==> config.mk <==
export PLATFORM = sky130hd
export DESIGN_NAME = sprite_renderer
export DESIGN_NICKNAME = d
export VERILOG_FILES = /design/src/rtl/display_pkg.sv /design/src/rtl/pipe_delay.sv /design/src/rtl/sprite_renderer.sv
export SDC_FILE = /design/constraint.sdc
export NUM_CORES = 1
export LEC_CHECK = 0
export ABC_AREA = 1
export CELL_PAD_IN_SITES_DETAIL_PLACEMENT = 1
export CELL_PAD_IN_SITES_GLOBAL_PLACEMENT = 2
export CORE_MARGIN = 10
export CORE_UTILIZATION = 31
export CTS_BUF_LIST = sky130_fd_sc_hd__clkbuf_8
export DETAILED_ROUTE_END_ITERATION = 7
export PLACE_DENSITY_LB_ADDON = 0.2
export RECOVER_POWER = 100
export SYNTH_ARGS = -nofsm -noshare
export SYNTH_HDL_FRONTEND = slang
export SYNTH_SLANG_ARGS = --single-unit
==> constraint.sdc <==
create_clock -name pixel_clk_in -period 10.2 [get_ports pixel_clk_in]
set_input_delay 1.53 -clock pixel_clk_in [delete_from_list [all_inputs] [get_ports pixel_clk_in]]
set_output_delay 1.53 -clock pixel_clk_in [all_outputs]
set_load 0.03 [all_outputs]
==> src/rtl/display_pkg.sv <==
// Raster geometry and colour helpers shared by the display path.
// No logic state; constants and one pure function.
package display_pkg;

  localparam int HCOUNT_W = 10;
  localparam int VCOUNT_W = 9;
  localparam int RGB_W    = 12;

  function automatic logic [RGB_W-1:0] rgb888_to_444(input logic [23:0] c);
    return {c[23:20], c[15:12], c[7:4]};
  endfunction

endpackage

==> src/rtl/pipe_delay.sv <==
// Fixed-depth W-bit shift register cleared by synchronous reset; DEPTH=0 is a wire.
// Latency DEPTH cycles, no backpressure: one word per cycle.
module pipe_delay #(
  parameter int W     = 1,
  parameter int DEPTH = 1
) (
  input  logic         i_clk,
  input  logic         i_rst,
  input  logic [W-1:0] i_dat,
  output logic [W-1:0] o_dat
);

  generate
    if (DEPTH == 0) begin : g_pass
      assign o_dat = i_dat;
    end else begin : g_shift
      logic [W-1:0] r_sr [DEPTH];

      always_ff @(posedge i_clk) begin
        if (i_rst) begin
          for (int i = 0; i < DEPTH; i++) r_sr[i] <= '0;
        end else begin
          r_sr[0] <= i_dat;
          for (int i = 1; i < DEPTH; i++) r_sr[i] <= r_sr[i-1];
        end
      end

      assign o_dat = r_sr[DEPTH-1];
    end
  endgenerate

endmodule

==> src/rtl/sprite_renderer.sv <==
// Sprite blitter: window test, flipped ROM addressing, palette lookup and colour-key; latency 1+ROM+PAL+1.
// No backpressure: one raster position in and one pixel out every cycle.
module sprite_renderer
  import display_pkg::*;
#(
  parameter int WIDTH           = 437,
  parameter int HEIGHT          = 277,
  parameter int ADDR_W          = 17,
  parameter int INDEX_W         = 8,
  parameter int ROM_LATENCY     = 2,
  parameter int PAL_LATENCY     = 2,
  parameter int TRANSPARENT_IDX = 0,
  parameter int X_INIT          = 101,
  parameter int Y_INIT          = 103
) (
  input  logic                pixel_clk_in,
  input  logic                rst_in,
  input  logic [HCOUNT_W-1:0] hcount_in,
  input  logic [VCOUNT_W-1:0] vcount_in,
  input  logic [HCOUNT_W-1:0] x_in,
  input  logic [VCOUNT_W-1:0] y_in,
  input  logic                flip_h_in,
  input  logic                flip_v_in,
  output logic [ADDR_W-1:0]   rom_addr_out,
  input  logic [INDEX_W-1:0]  rom_data_in,
  output logic [INDEX_W-1:0]  pal_addr_out,
  input  logic [23:0]         pal_data_in,
  output logic [RGB_W-1:0]    pixel_out,
  output logic                hit_out
);

  logic [HCOUNT_W-1:0] r_xl;
  logic [VCOUNT_W-1:0] r_yl;
  logic                r_fh;
  logic                r_fv;
  logic                r_win0;
  logic [ADDR_W-1:0]   r_rom_addr;
  logic [RGB_W-1:0]    r_pixel;
  logic                r_hit;

  logic                w_frame_start;
  logic [HCOUNT_W-1:0] w_xl;
  logic [VCOUNT_W-1:0] w_yl;
  logic                w_fh;
  logic                w_fv;
  logic [HCOUNT_W:0]   w_x_end;
  logic [VCOUNT_W:0]   w_y_end;
  logic                w_in_win;
  logic [HCOUNT_W-1:0] w_rx;
  logic [VCOUNT_W-1:0] w_ry;
  logic [HCOUNT_W-1:0] w_rx_f;
  logic [VCOUNT_W-1:0] w_ry_f;
  logic [ADDR_W-1:0]   w_addr;
  logic                w_transp;
  logic                w_win_d;
  logic                w_transp_d;

  // The (0,0) sample itself must already see the newly requested position/flip.
  assign w_frame_start = (hcount_in == '0) && (vcount_in == '0);
  assign w_xl = w_frame_start ? x_in      : r_xl;
  assign w_yl = w_frame_start ? y_in      : r_yl;
  assign w_fh = w_frame_start ? flip_h_in : r_fh;
  assign w_fv = w_frame_start ? flip_v_in : r_fv;

  // One extra bit keeps the right/bottom edge from wrapping, so sprites clip.
  assign w_x_end  = {1'b0, w_xl} + (HCOUNT_W+1)'(WIDTH);
  assign w_y_end  = {1'b0, w_yl} + (VCOUNT_W+1)'(HEIGHT);
  assign w_in_win = (hcount_in >= w_xl) && ({1'b0, hcount_in} < w_x_end) &&
                    (vcount_in >= w_yl) && ({1'b0, vcount_in} < w_y_end);

  assign w_rx   = hcount_in - w_xl;
  assign w_ry   = vcount_in - w_yl;
  assign w_rx_f = w_fh ? HCOUNT_W'(WIDTH - 1) - w_rx : w_rx;
  assign w_ry_f = w_fv ? VCOUNT_W'(HEIGHT - 1) - w_ry : w_ry;
  assign w_addr = ADDR_W'(w_ry_f) * ADDR_W'(WIDTH) + ADDR_W'(w_rx_f);

  always_ff @(posedge pixel_clk_in) begin
    if (rst_in) begin
      r_xl       <= HCOUNT_W'(X_INIT);
      r_yl       <= VCOUNT_W'(Y_INIT);
      r_fh       <= 1'b0;
      r_fv       <= 1'b0;
      r_rom_addr <= '0;
      r_win0     <= 1'b0;
    end else begin
      if (w_frame_start) begin
        r_xl <= x_in;
        r_yl <= y_in;
        r_fh <= flip_h_in;
        r_fv <= flip_v_in;
      end
      r_rom_addr <= w_in_win ? w_addr : '0;
      r_win0     <= w_in_win;
    end
  end

  assign rom_addr_out = r_rom_addr;
  assign pal_addr_out = rom_data_in;
  assign w_transp     = (rom_data_in == INDEX_W'(TRANSPARENT_IDX));

  pipe_delay #(.W(1), .DEPTH(ROM_LATENCY + PAL_LATENCY)) u_win_dly (
    .i_clk (pixel_clk_in),
    .i_rst (rst_in),
    .i_dat (r_win0),
    .o_dat (w_win_d)
  );

  pipe_delay #(.W(1), .DEPTH(PAL_LATENCY)) u_transp_dly (
    .i_clk (pixel_clk_in),
    .i_rst (rst_in),
    .i_dat (w_transp),
    .o_dat (w_transp_d)
  );

  always_ff @(posedge pixel_clk_in) begin
    if (rst_in) begin
      r_pixel <= '0;
      r_hit   <= 1'b0;
    end else begin
      r_pixel <= (w_win_d && !w_transp_d) ? rgb888_to_444(pal_data_in) : '0;
      r_hit   <= w_win_d && !w_transp_d;
    end
  end

  assign pixel_out = r_pixel;
  assign hit_out   = r_hit;

endmodule

; Word level (Yosys, flattened, before mapping)
; Memory sizes are Yosys's and may differ from the RTL's.
; Cells that the tools add are included.
; W data, S select, Z words.
[totals]
inputBits = 74
regBits = 52
ram_bits = 6
rom_bits = 0
n_memories = 2
out_inout_bits = 38
latch_bits = 0
word_cells = 56
[classes]
reduce_logical = 11
mux = 15
order_cmp = 4
n_shift = 0
eq_ne = 0
div_mod_pow = 0
n_addsub = 7
bitwise = 8
n_mul = 1
[mem_list]
columns = memory, words, word_bits, rd, rd_ports_with_merged_regs, write_ports, line_no
row1 = u_win_dly.g_shift.r_sr, 4, 1, 4, 0, 4, pipe_delay.sv:17  ; logic [W-1:0] r_sr [DEPTH];
row2 = u_transp_dly.g_shift.r_sr, 2, 1, 2, 0, 2, pipe_delay.sv:17
[op_table]
columns = operator, count
row1 = $mux W10, 2
row2 = $mux W9, 2
row3 = $add A17 B10 Y17, 1
row4 = $mul A9 B9 Y17 const B, 1
row5 = $add A10 B9 Y11 const B, 1
row6 = $lt A10 B11 Y1, 1
row7 = $mux W1, 11
row8 = $add A9 B9 Y10 const B, 1
row9 = $ge A10 B10 Y1, 1
row10 = $logic_not A10 Y1, 1
row11 = $lt A9 B10 Y1, 1
row12 = $sub A10 B10 Y10, 1
row13 = $sub A9 B10 Y10 const A, 1
row14 = $ge A9 B9 Y1, 1
row15 = $logic_not A9 Y1, 1
row16 = $sub A9 B9 Y9, 1
row17 = $sub A9 B9 Y9 const A, 1
row18 = $logic_not A8 Y1, 1
row19 = $or A1 B1 Y1, 6
row20 = $logic_and A1 B1 Y1, 5
row21 = $reduce_or A2 Y1, 2
row22 = $not A1 Y1, 2
row23 = $logic_not A1 Y1, 1

; Longest topological paths before layout
; Gate-level depths: netlist (run 1).
[logic_depth]
depth_word = 10
ltp_mapped = 44
ltp_nobuf = 42

; Cells and area by module
; A second synthesis (run 1) with hierarchy kept.
[unflattened]
hier_cells = 824
hier_area_um2 = 6253.5
[modules_own_cells]
columns = mod, seq_area_each_um2, area_per_inst_um2, n_inst, cells_each
row1 = sprite_renderer, 1041.0, 6088.3, 1, 806
row2 = pipe_delay at u_win_dly, 80.1, 110.1, 1, 12
row3 = pipe_delay at u_transp_dly, 40.0, 55.1, 1, 6

; Least setup slack after synthesis (run 1)
; OpenSTA, ideal clock, no wires.
[synth_path]
path_kind = input to register
startpoint = input hcount_in[1]
endpoint = register r_rom_addr[13] (netlist: rom_addr_out[13])
path_slack_ns = 2.619
path_buffers = 2
setup_ns = 0.116
t_required_ns = 10.084
arrival_ns = 7.465
cell_stages = 38
path_cell_list = nor2_1 > nand2_1 > nor2_4 > nand3_4 > buf_6 > buf_6 > o21ai_2 > ha_1 > inv_1 > ha_1 > inv_1 > ha_1 > inv_1 > nand3_1 > nand3_1 > nand2_1 > nand3_1 > nor2_1 > [2 not listed] > ha_1 > fa_1 > inv_1 > fa_1 > inv_1 > fa_1 > inv_1 > fa_1 > inv_1 > ha_1 > a21oi_1 > nand2_1 > nand2_1 > nand2_1 > nand3_1 > nand2_1 > xor2_1 > nor2_2
[synth_via]
elab_cells_between_ends = 25
cone_classes = add/sub: 7 / mul: 1 / order compare: 4 / mux: 6 / bitwise: 1 / reduce/logical: 6
[synth_lines]
columns = element, line_no
row1 = "start, declared", sprite_renderer.sv:18  ; input logic [HCOUNT_W-1:0] hcount_in,
row2 = $logic_not A10 Y1 *, sprite_renderer.sv:59  ; assign w_frame_start = (hcount_in == '0) && (vcount_in == '0);
row3 = $logic_and A1 B1 Y1 *, sprite_renderer.sv:59
row4 = $mux W9 *, --
row5 = via w_yl[0], sprite_renderer.sv:43  ; logic [VCOUNT_W-1:0] w_yl;
row6 = $sub A9 B9 Y9 (tied with other cells), sprite_renderer.sv:72  ; assign w_ry = vcount_in - w_yl;
row7 = $sub A9 B9 Y9 (tied with other cells), sprite_renderer.sv:74  ; assign w_ry_f = w_fv ? VCOUNT_W'(HEIGHT - 1) - w_ry : w_ry;
row8 = $mux W9 / $logic_and A1 B1 Y1 (equally long branches), "sprite_renderer.sv:74, sprite_renderer.sv:69"
row9 = $mul A9 B9 Y17 / $not A1 Y1 (equally long branches), --
row10 = $add A17 B10 Y17 / $reduce_or A2 Y1 (equally long branches), --
row11 = "end signal, assigned", sprite_renderer.sv:92  ; r_rom_addr <= w_in_win ? w_addr : '0;
row12 = "end, declared", sprite_renderer.sv:37  ; logic [ADDR_W-1:0] r_rom_addr;
; The timed path passes the listed nets; every way through them passes the cells marked *.
; A chain may end at the register's enable or synchronous reset.

; Worst setup path in the final report (run 1)
[layout_path]
startpoint = input vcount_in[2]
endpoint = register r_rom_addr[13] (netlist: rom_addr_out[13])
[layout_via]
elab_chain_len = 10
elab_cells_between_ends = 25
cone_classes = add/sub: 7 / mul: 1 / order compare: 4 / mux: 6 / bitwise: 1 / reduce/logical: 6
[layout_lines]
columns = element, line_no
row1 = "start, declared", sprite_renderer.sv:19  ; input logic [VCOUNT_W-1:0] vcount_in,
row2 = "parallel branches: the longest is 10 deep, another holds $mul A9 B9 Y17", --
; Several ways; the timed one is not identified.

==> metrics.cfg, run 1 <==
[route]
totalWireLength_um=16300
routedWlPerCell_um=13.7
drtIter0Drc=87
vias=5219
drt_first_pass_iters=4
final_antenna_net_count=0
drcViolationCount=0
viasPerCell=4.39

[floorplanning]
die_h_um=161
fp.dieArea_um2=26000
rows=51
die_w_um=161
ios=112
core_um2=19500
start_util_pct=31.7

[global_routing]
overflow=0
grt_start_max_net_pins=26
grt_pass1_vias=5753
antenna_found_initial=0
grt_pass1_wl_um=28200
track_usage_pct=13.1

[cells_and_area]
diodes=0
n_fill_cell=2442
final_cell_mix=inv_1 (175), nand2_1 (147), ha_1 (101), nor2_1 (68), clkdlybuf4s50_1 (60)
fin_nets=1124
area_growth_pct=21.9
layout-drive-gt1-share_pct=6.05
final_util_pct=38.6
final_common_cell=inv_1

[clock_tree]
cts_tree=built
cts.clk_slew.worst_paths_ns=0.07
postCtsResizedCells=0
cts_made_buffers=9
cts.sinks=58
clock_path_buffers=2
post_cts_buffers=0
cts_root_buf=clkbuf_8
clock_latency_ns=0.37
cts.htree.levels=3
hold_buffers=0

[sta]
relSlewSlack_pct=21.7
worst_slew_pin_slew_ns=1.17
setup_viol=0
min_period_ns=8.90
slew_viol_final=0
tns_ns=0
hold_viol_final=0
rsz0062_at_grt=false
skew_ns=0.0186
clock.fmax_mhz=112
period_share_pct=87.2
timing.hold.ws_ns=0.408

[place]
hpwl_um=14100
place.gp.congestion=0.812
io_buffers=99

[logic_synthesis]
synth-warning-count=0
synth-seq-area-share_pct=18.8
avgSynthCellArea_um2=7.49
synth_edf_count=0
synthCells=825
synthArstFlopShare_pct=0
yosysUniqueCellTypes=49
ys_ff_latch=58
syn_area_um2=6180
synthFlopType=dfxtp_1
syn_nets=1029

[run]
cap_violations=0

[worst_setup_path]
critPathMaxStageDelay_ns=0.54
critical_path.max_fanout=25
cp_common_cell=nand2_1
path_buf_inv=8
crit_type=primary input to flop
cpLargestDelayFamily=adder cells
cp.required_ns=10.41
cp.arrival_ns=9.11
cp-start-kind=primary input
cp-end-kind=flop
cpMaxStageDelayCell=fa_1

[power_and_ir_drop]
cellLeakagePower_nw=4.00
power_density_nw_per_um2=208
peakVddDrop_mv=0.106

[run_status]
status=complete, no violations

[min_path]
hold_class=flop to flop

kinds of logic (layout without fill, tap and decap cells):
| family | Yosys count | count (layout) | share of synthesized area (%) |
|---|---|---|---|
| AOI/OAI and AO/OA | 76 | 76 | 7.37 |
| xor gates and xnor gates | 54 | 54 | 7.65 |
| adders and majority gates | 130 | 130 | 29.8 |
| buffers and inverters | 194 | 294 | 12.8 |
| DFF | 58 | 58 | 18.8 |
| and+or+nand+nor | 313 | 313 | 23.5 |
per-layer routing:
layer  global-route usage, %  share of wire (%)  wire, µm
met1                    16.4                 48      7880
met2                    22.5                 47      7650
met3                    2.72                3.4       561
met4                    3.47                1.2       190
met5                       0                  0         0
cell usage after synthesis (5+ instances only):
| library cell | instances | area [µm²] |
|---|---|---|
| inv_1 | 175 | 657 |
| nand2_1 | 144 | 541 |
| ha_1 | 101 | 1260 |
| nor2_1 | 67 | 251 |
| dfxtp_1 | 58 | 1160 |
| xor2_1 | 40 | 350 |
| a21oi_1 | 35 | 175 |
| nand3_1 | 33 | 165 |
| fa_1 | 29 | 581 |
| o21ai_0 | 15 | 75.1 |
| xnor2_1 | 14 | 123 |
| nand2_2 | 12 | 75.1 |
| nand4_1 | 11 | 68.8 |
| nor2_2 | 10 | 62.6 |
| nor3_1 | 10 | 50.1 |
| buf_4 | 8 | 60.1 |
| or2_2 | 6 | 37.5 |
| o21ai_1 | 5 | 25.0 |
worst register-to-register path: cells and delay by family (launching register included):
family | cells | cell delay [ns]
adder cells (fa/ha/maj) | 8 | 3.13
AND/OR/NAND/NOR | 18 | 1.69
AO/OA/AOI/OAI | 2 | 0.40
buffers and inverters | 7 | 0.38
flip-flops | 1 | 0.31
XOR/XNOR | 1 | 0.16
final timing paths:
check | end | slack, ns | cells after the start | from
worst max-delay path | rom_addr_out[13]$_SDFF_PP0_ | 1.30 | 37 | vcount_in[2]
worst min-delay path | u_win_dly.g_shift.r_sr[3]$_SDFF_PP0_ | 0.41 | 2 | u_win_dly.g_shift.r_sr[2]$_SDFF_PP0_
worst max register to register | rom_addr_out[13]$_SDFF_PP0_ | 3.99 | 36 | r_yl[0]$_SDFF_PP1_
worst min register to register | u_win_dly.g_shift.r_sr[3]$_SDFF_PP0_ | 0.41 | 2 | u_win_dly.g_shift.r_sr[2]$_SDFF_PP0_
power by group:
part	switching [mW]	leakage (nW)	internal [mW]
clock network	0.116	0.0962	0.114
logic	0.657	3.44	0.438
registers	0.00259	0.469	0.242
stage by stage:
stage / total power [mW] / instance area, µm² / setup WS (ns) / std cells
after floorplan: 1.12 / 6180 / 2.62 / 825
after detailed placement: 1.38 / 7390 / 1.12 / 1174
final: 1.57 / 7540 / 1.30 / 1190
after global routing: 1.79 / 7540 / 0.429 / 1190
after global placement: 1.36 / 7390 / 1.19 / 1174
after CTS: 1.62 / 7590 / 1.53 / 1190
sequential cells by signal, summed over array words and instances, names as in the netlist:
signal and cells:
rom_addr_out 17, pixel_out 12, r_xl 10, r_yl 9
u_win_dly.g_shift.r_sr 4, u_transp_dly.g_shift.r_sr 2, hit_out 1, r_fh 1
r_fv 1, r_win0 1
area by class of cell:
type	count	area, µm²	share of cell area, %
multi-input cells	573	4180	55.5
clock inverters	7	76.3	1.01
well taps	265	332	4.40
repair buffers	100	995	13.2
inverters	178	668	8.86
flip-flops and latches	58	1160	15.4
clock buffers	9	124	1.64
(Power assumes the default switching activity.)
==> run 2: changes to the inputs <==
--- a/config.mk
+++ b/config.mk
@@ -5,15 +5,15 @@
 export SDC_FILE = /design/constraint.sdc
 export NUM_CORES = 1
 export LEC_CHECK = 0
-export ABC_AREA = 1
 export CELL_PAD_IN_SITES_DETAIL_PLACEMENT = 1
 export CELL_PAD_IN_SITES_GLOBAL_PLACEMENT = 2
 export CORE_MARGIN = 10
-export CORE_UTILIZATION = 31
+export CORE_UTILIZATION = 33
 export CTS_BUF_LIST = sky130_fd_sc_hd__clkbuf_8
 export DETAILED_ROUTE_END_ITERATION = 7
 export PLACE_DENSITY_LB_ADDON = 0.2
 export RECOVER_POWER = 100
+export SLEW_MARGIN = 20
 export SYNTH_ARGS = -nofsm -noshare
 export SYNTH_HDL_FRONTEND = slang
 export SYNTH_SLANG_ARGS = --single-unit
==> run 2 against run 1 <==
  * Count of clock-buffer cells in the layout unchanged
  * Power up 9.8%
  * First-iteration DRC count down 17%
  * Clock skew down 0.0082 ns
  * Synthesized cell count down 22%
  * Critical endpoint is now rom_addr_out[16]$_SDFF_PP0_
  * Highest routed layer unchanged
==> metrics.cfg, run 2 <==
[sta]
period_share_pct=93.5  ; was 87.2%
min_period_ns=9.54  ; was 8.90 ns
hold_viol_final=0  ; unchanged
clock.fmax_mhz=105  ; was 112 MHz
worst_slew_pin_slew_ns=1.42  ; was 1.17 ns
setup_viol=0  ; unchanged
skew_ns=0.0105  ; was 0.0186 ns
tns_ns=0  ; unchanged
rsz0062_at_grt=false  ; unchanged
slew_viol_final=0  ; unchanged
relSlewSlack_pct=5.18  ; was 21.7%

[min_path]
hold_class=flop to flop  ; unchanged
holdCritStartpoint=r_win0$_SDFF_PP0_  ; was u_win_dly.g_shift.r_sr[2]$_SDFF_PP0_
hold_path_end=u_win_dly.g_shift.r_sr[0]$_SDFF_PP0_  ; was u_win_dly.g_shift.r_sr[3]$_SDFF_PP0_
holdPathStages=1  ; was 2

[worst_setup_path]
cp.required_ns=10.43  ; was 10.41 ns
rr_worst_depth=31  ; was 36
path_buf_inv=8  ; unchanged
reg2reg_from=r_yl[0]$_SDFF_PP1_  ; unchanged
cp-start-kind=primary input  ; unchanged
cp_common_cell=inv_1  ; was nand2_1
cpLargestDelayFamily=adder cells  ; unchanged
critPathMaxStageDelay_ns=0.55  ; was 0.54 ns
cp.arrival_ns=9.77  ; was 9.11 ns
r2r_slack_ns=2.79  ; was 3.99 ns
r2r_end=rom_addr_out[16]$_SDFF_PP0_  ; was rom_addr_out[13]$_SDFF_PP0_
cp-end-kind=flop  ; unchanged
crit_type=primary input to flop  ; unchanged
cpMaxStageDelayCell=clkdlybuf4s50_1  ; was fa_1
critical_path.max_fanout=6  ; was 25

[floorplanning]
die_h_um=154  ; was 161 µm
ios=112  ; unchanged
start_util_pct=33.8  ; was 31.7%
rows=48  ; was 51
core_um2=17400  ; was 19500 µm²
fp.dieArea_um2=23600  ; was 26000 µm²
die_w_um=154  ; was 161 µm

[clock_tree]
cts_root_buf=clkbuf_8  ; unchanged
cts_tree=built  ; unchanged
cts.htree.levels=3  ; unchanged
clock_path_buffers=2  ; unchanged
clock_latency_ns=0.37  ; about the same
cts_made_buffers=9  ; unchanged
cts.sinks=58  ; unchanged
hold_buffers=0  ; unchanged
post_cts_buffers=0  ; unchanged
cts.clk_slew.worst_paths_ns=0.08  ; was 0.07 ns

[route]
top_layer_used=met4  ; unchanged
drt_first_pass_iters=4  ; unchanged
final_antenna_net_count=0  ; unchanged
totalWireLength_um=15100  ; was 16300 µm
vias=4668  ; was 5219
wl_met1_um=6770  ; was 7880 µm
wl_met2_um=7540  ; was 7650 µm
met3_length_um=543  ; was 561 µm
routedWlPerCell_um=15.5  ; was 13.7 µm
drcViolationCount=0  ; unchanged
drtIter0Drc=72  ; was 87
viasPerCell=4.79  ; was 4.39

[place]
io_buffers=99  ; unchanged
place.gp.congestion=0.789  ; was 0.812
hpwl_um=12800  ; was 14100 µm

[cells_and_area]
area_growth_pct=24.3  ; was 21.9%
final_cell_mix=ha_1 (101), inv_1 (88), clkdlybuf4s50_1 (60), dfxtp_1 (58), xnor2_1 (46)  ; was inv_1 (175), nand2_1 (147), ha_1 (101), nor2_1 (68), clkdlybuf4s50_1 (60)
n_fill_cell=2033  ; was 2442
largest_reg_flops=17  ; unchanged
final_common_cell=ha_1  ; was inv_1
fin_nets=948  ; was 1124
diodes=0  ; unchanged
layout-drive-gt1-share_pct=6.94  ; was 6.05%
final_util_pct=42.0  ; was 38.6%

[global_routing]
track_usage_pct=12.8  ; was 13.1%
grt_pass1_vias=5059  ; was 5753
grt_start_max_net_pins=30  ; was 26
antenna_found_initial=0  ; unchanged
overflow=0  ; unchanged
grt_pass1_wl_um=24800  ; was 28200 µm

[logic_synthesis]
synthFlopType=dfxtp_1  ; unchanged
synth-warning-count=0  ; unchanged
synth_common_cells=ha_1 (101), inv_1 (88), dfxtp_1 (58)  ; was inv_1 (175), nand2_1 (144), ha_1 (101)
yosysTopAreaCell=ha_1  ; unchanged
yosysMostFrequentCell=ha_1  ; was inv_1
ys_ff_latch=58  ; unchanged
yosys.area.top_type_share_pct=21.5  ; was 20.4%
avgSynthCellArea_um2=9.12  ; was 7.49 µm²
syn_area_um2=5890  ; was 6180 µm²
syn_nets=850  ; was 1029
synth_edf_count=0  ; unchanged
synthCells=646  ; was 825
synth-seq-area-share_pct=19.7  ; was 18.8%
yosysUniqueCellTypes=60  ; was 49
synthArstFlopShare_pct=0  ; unchanged
ys_top_cells_by_area=ha_1 (21%), dfxtp_1 (20%), fa_1 (9.9%), xnor2_1 (6.8%), inv_1 (5.6%)  ; was ha_1 (20%), dfxtp_1 (19%), inv_1 (11%), fa_1 (9.4%), nand2_1 (8.7%)

[run]
cap_violations=0  ; unchanged

[power_and_ir_drop]
cellLeakagePower_nw=3.30  ; was 4.00 nW
peakVddDrop_mv=0.202  ; was 0.106 mV
power_density_nw_per_um2=236  ; was 208 nW/µm²

[run_status]
status=complete, no violations  ; unchanged

## run 2: repair_timing
| item | CTS | global route |
|---|---|---|
| setup endpoints to repair | 0 | 2 |
| resized for setup | 0 | 3 |
| hold endpoints to repair | 0 | 0 |
## run 2: logic make-up (layout without fill, tap and decap cells)
logic type | Yosys count | after routing | share of synthesized area (%)
adder cells (fa/ha/maj) | 134 | 134 | 32.1
AND/OR/NAND/NOR | 153 | 153 | 14.3
flip-flops | 58 | 58 | 19.7
AO/OA/AOI/OAI | 99 | 99 | 11.2
buffers and inverters | 111 | 214 | 8.33
XOR/XNOR | 66 | 66 | 9.94
multiplexers | 25 | 25 | 4.50
## run 2: layout make-up
cell class	instances	area (µm²)	area share (%)
inverter	88	330	4.51
multi-input combinational	477	4240	57.9
clock inverter	7	124	1.69
timing repair buffer	110	1060	14.5
sequential	58	1160	15.9
tap	225	282	3.85
clock buffer	9	124	1.69
## run 2: worst max path at each step
stage | from | slack (ns) | cells after the start | endpoint
floorplan | vcount_in[4] | 0.65 | 38 | rom_addr_out[16]$_SDFF_PP0_
global route | vcount_in[1] | 0.01 | 35 | rom_addr_out[16]$_SDFF_PP0_
global placement | hcount_in[3] | 0.18 | 35 | rom_addr_out[16]$_SDFF_PP0_
CTS | hcount_in[3] | 0.54 | 33 | rom_addr_out[16]$_SDFF_PP0_
detailed placement | hcount_in[3] | 0.14 | 35 | rom_addr_out[16]$_SDFF_PP0_
finish | vcount_in[1] | 0.66 | 35 | rom_addr_out[16]$_SDFF_PP0_
## run 2: where the power goes
group | switching, mW | internal, mW | leakage, nW | total, mW
registers | 0.00272 | 0.242 | 0.469 | 0.244
logic | 0.666 | 0.535 | 2.71 | 1.20
clock network | 0.114 | 0.164 | 0.120 | 0.279
total | 0.783 | 0.941 | 3.30 | 1.72
## run 2: per-stage QoR
step | power, mW | instance area, µm² | hold WS [ns] | std cells | worst slack [ns]
floorplan | 1.21 | 5890 | 0.414 | 646 | 0.652
global placement | 1.45 | 7080 | 0.417 | 958 | 0.183
detailed placement | 1.47 | 7080 | 0.435 | 958 | 0.136
CTS | 1.77 | 7330 | 0.455 | 974 | 0.536
global route | 1.93 | 7320 | 0.467 | 974 | 0.0122
finish | 1.72 | 7320 | 0.440 | 974 | 0.659
## run 2: worst register-to-register path: cells and delay by family (launching register included)
kind,cells,cell delay [ns]
xor gates and xnor gates,2,0.40
DFF,1,0.35
buffers and inverters,7,0.57
muxes,1,0.10
adders and majority gates,9,3.39
and+or+nand+nor,4,0.60
AOI/OAI and AO/OA,8,1.86
## run 2: routing by layer
| layer | vias to the layer above | track usage [%] |
|---|---|---|
| li1 | 2368 | - |
| met1 | 2237 | 15.3 |
| met2 | 51 | 21.8 |
| met3 | 12 | 3.32 |
| met4 | 0 | 4.14 |
| met5 | - | 0 |
==> run 3: changes to the inputs <==
--- a/config.mk
+++ b/config.mk
@@ -13,6 +13,8 @@
 export DETAILED_ROUTE_END_ITERATION = 7
 export PLACE_DENSITY_LB_ADDON = 0.2
 export RECOVER_POWER = 100
+export SKIP_CTS_REPAIR_TIMING = 1
+export SKIP_LAST_GASP = 1
 export SLEW_MARGIN = 20
 export SYNTH_ARGS = -nofsm -noshare
 export SYNTH_HDL_FRONTEND = slang
==> results of run 3 <==
No change in the layout: final DEF, timing and power equal those of run 2.
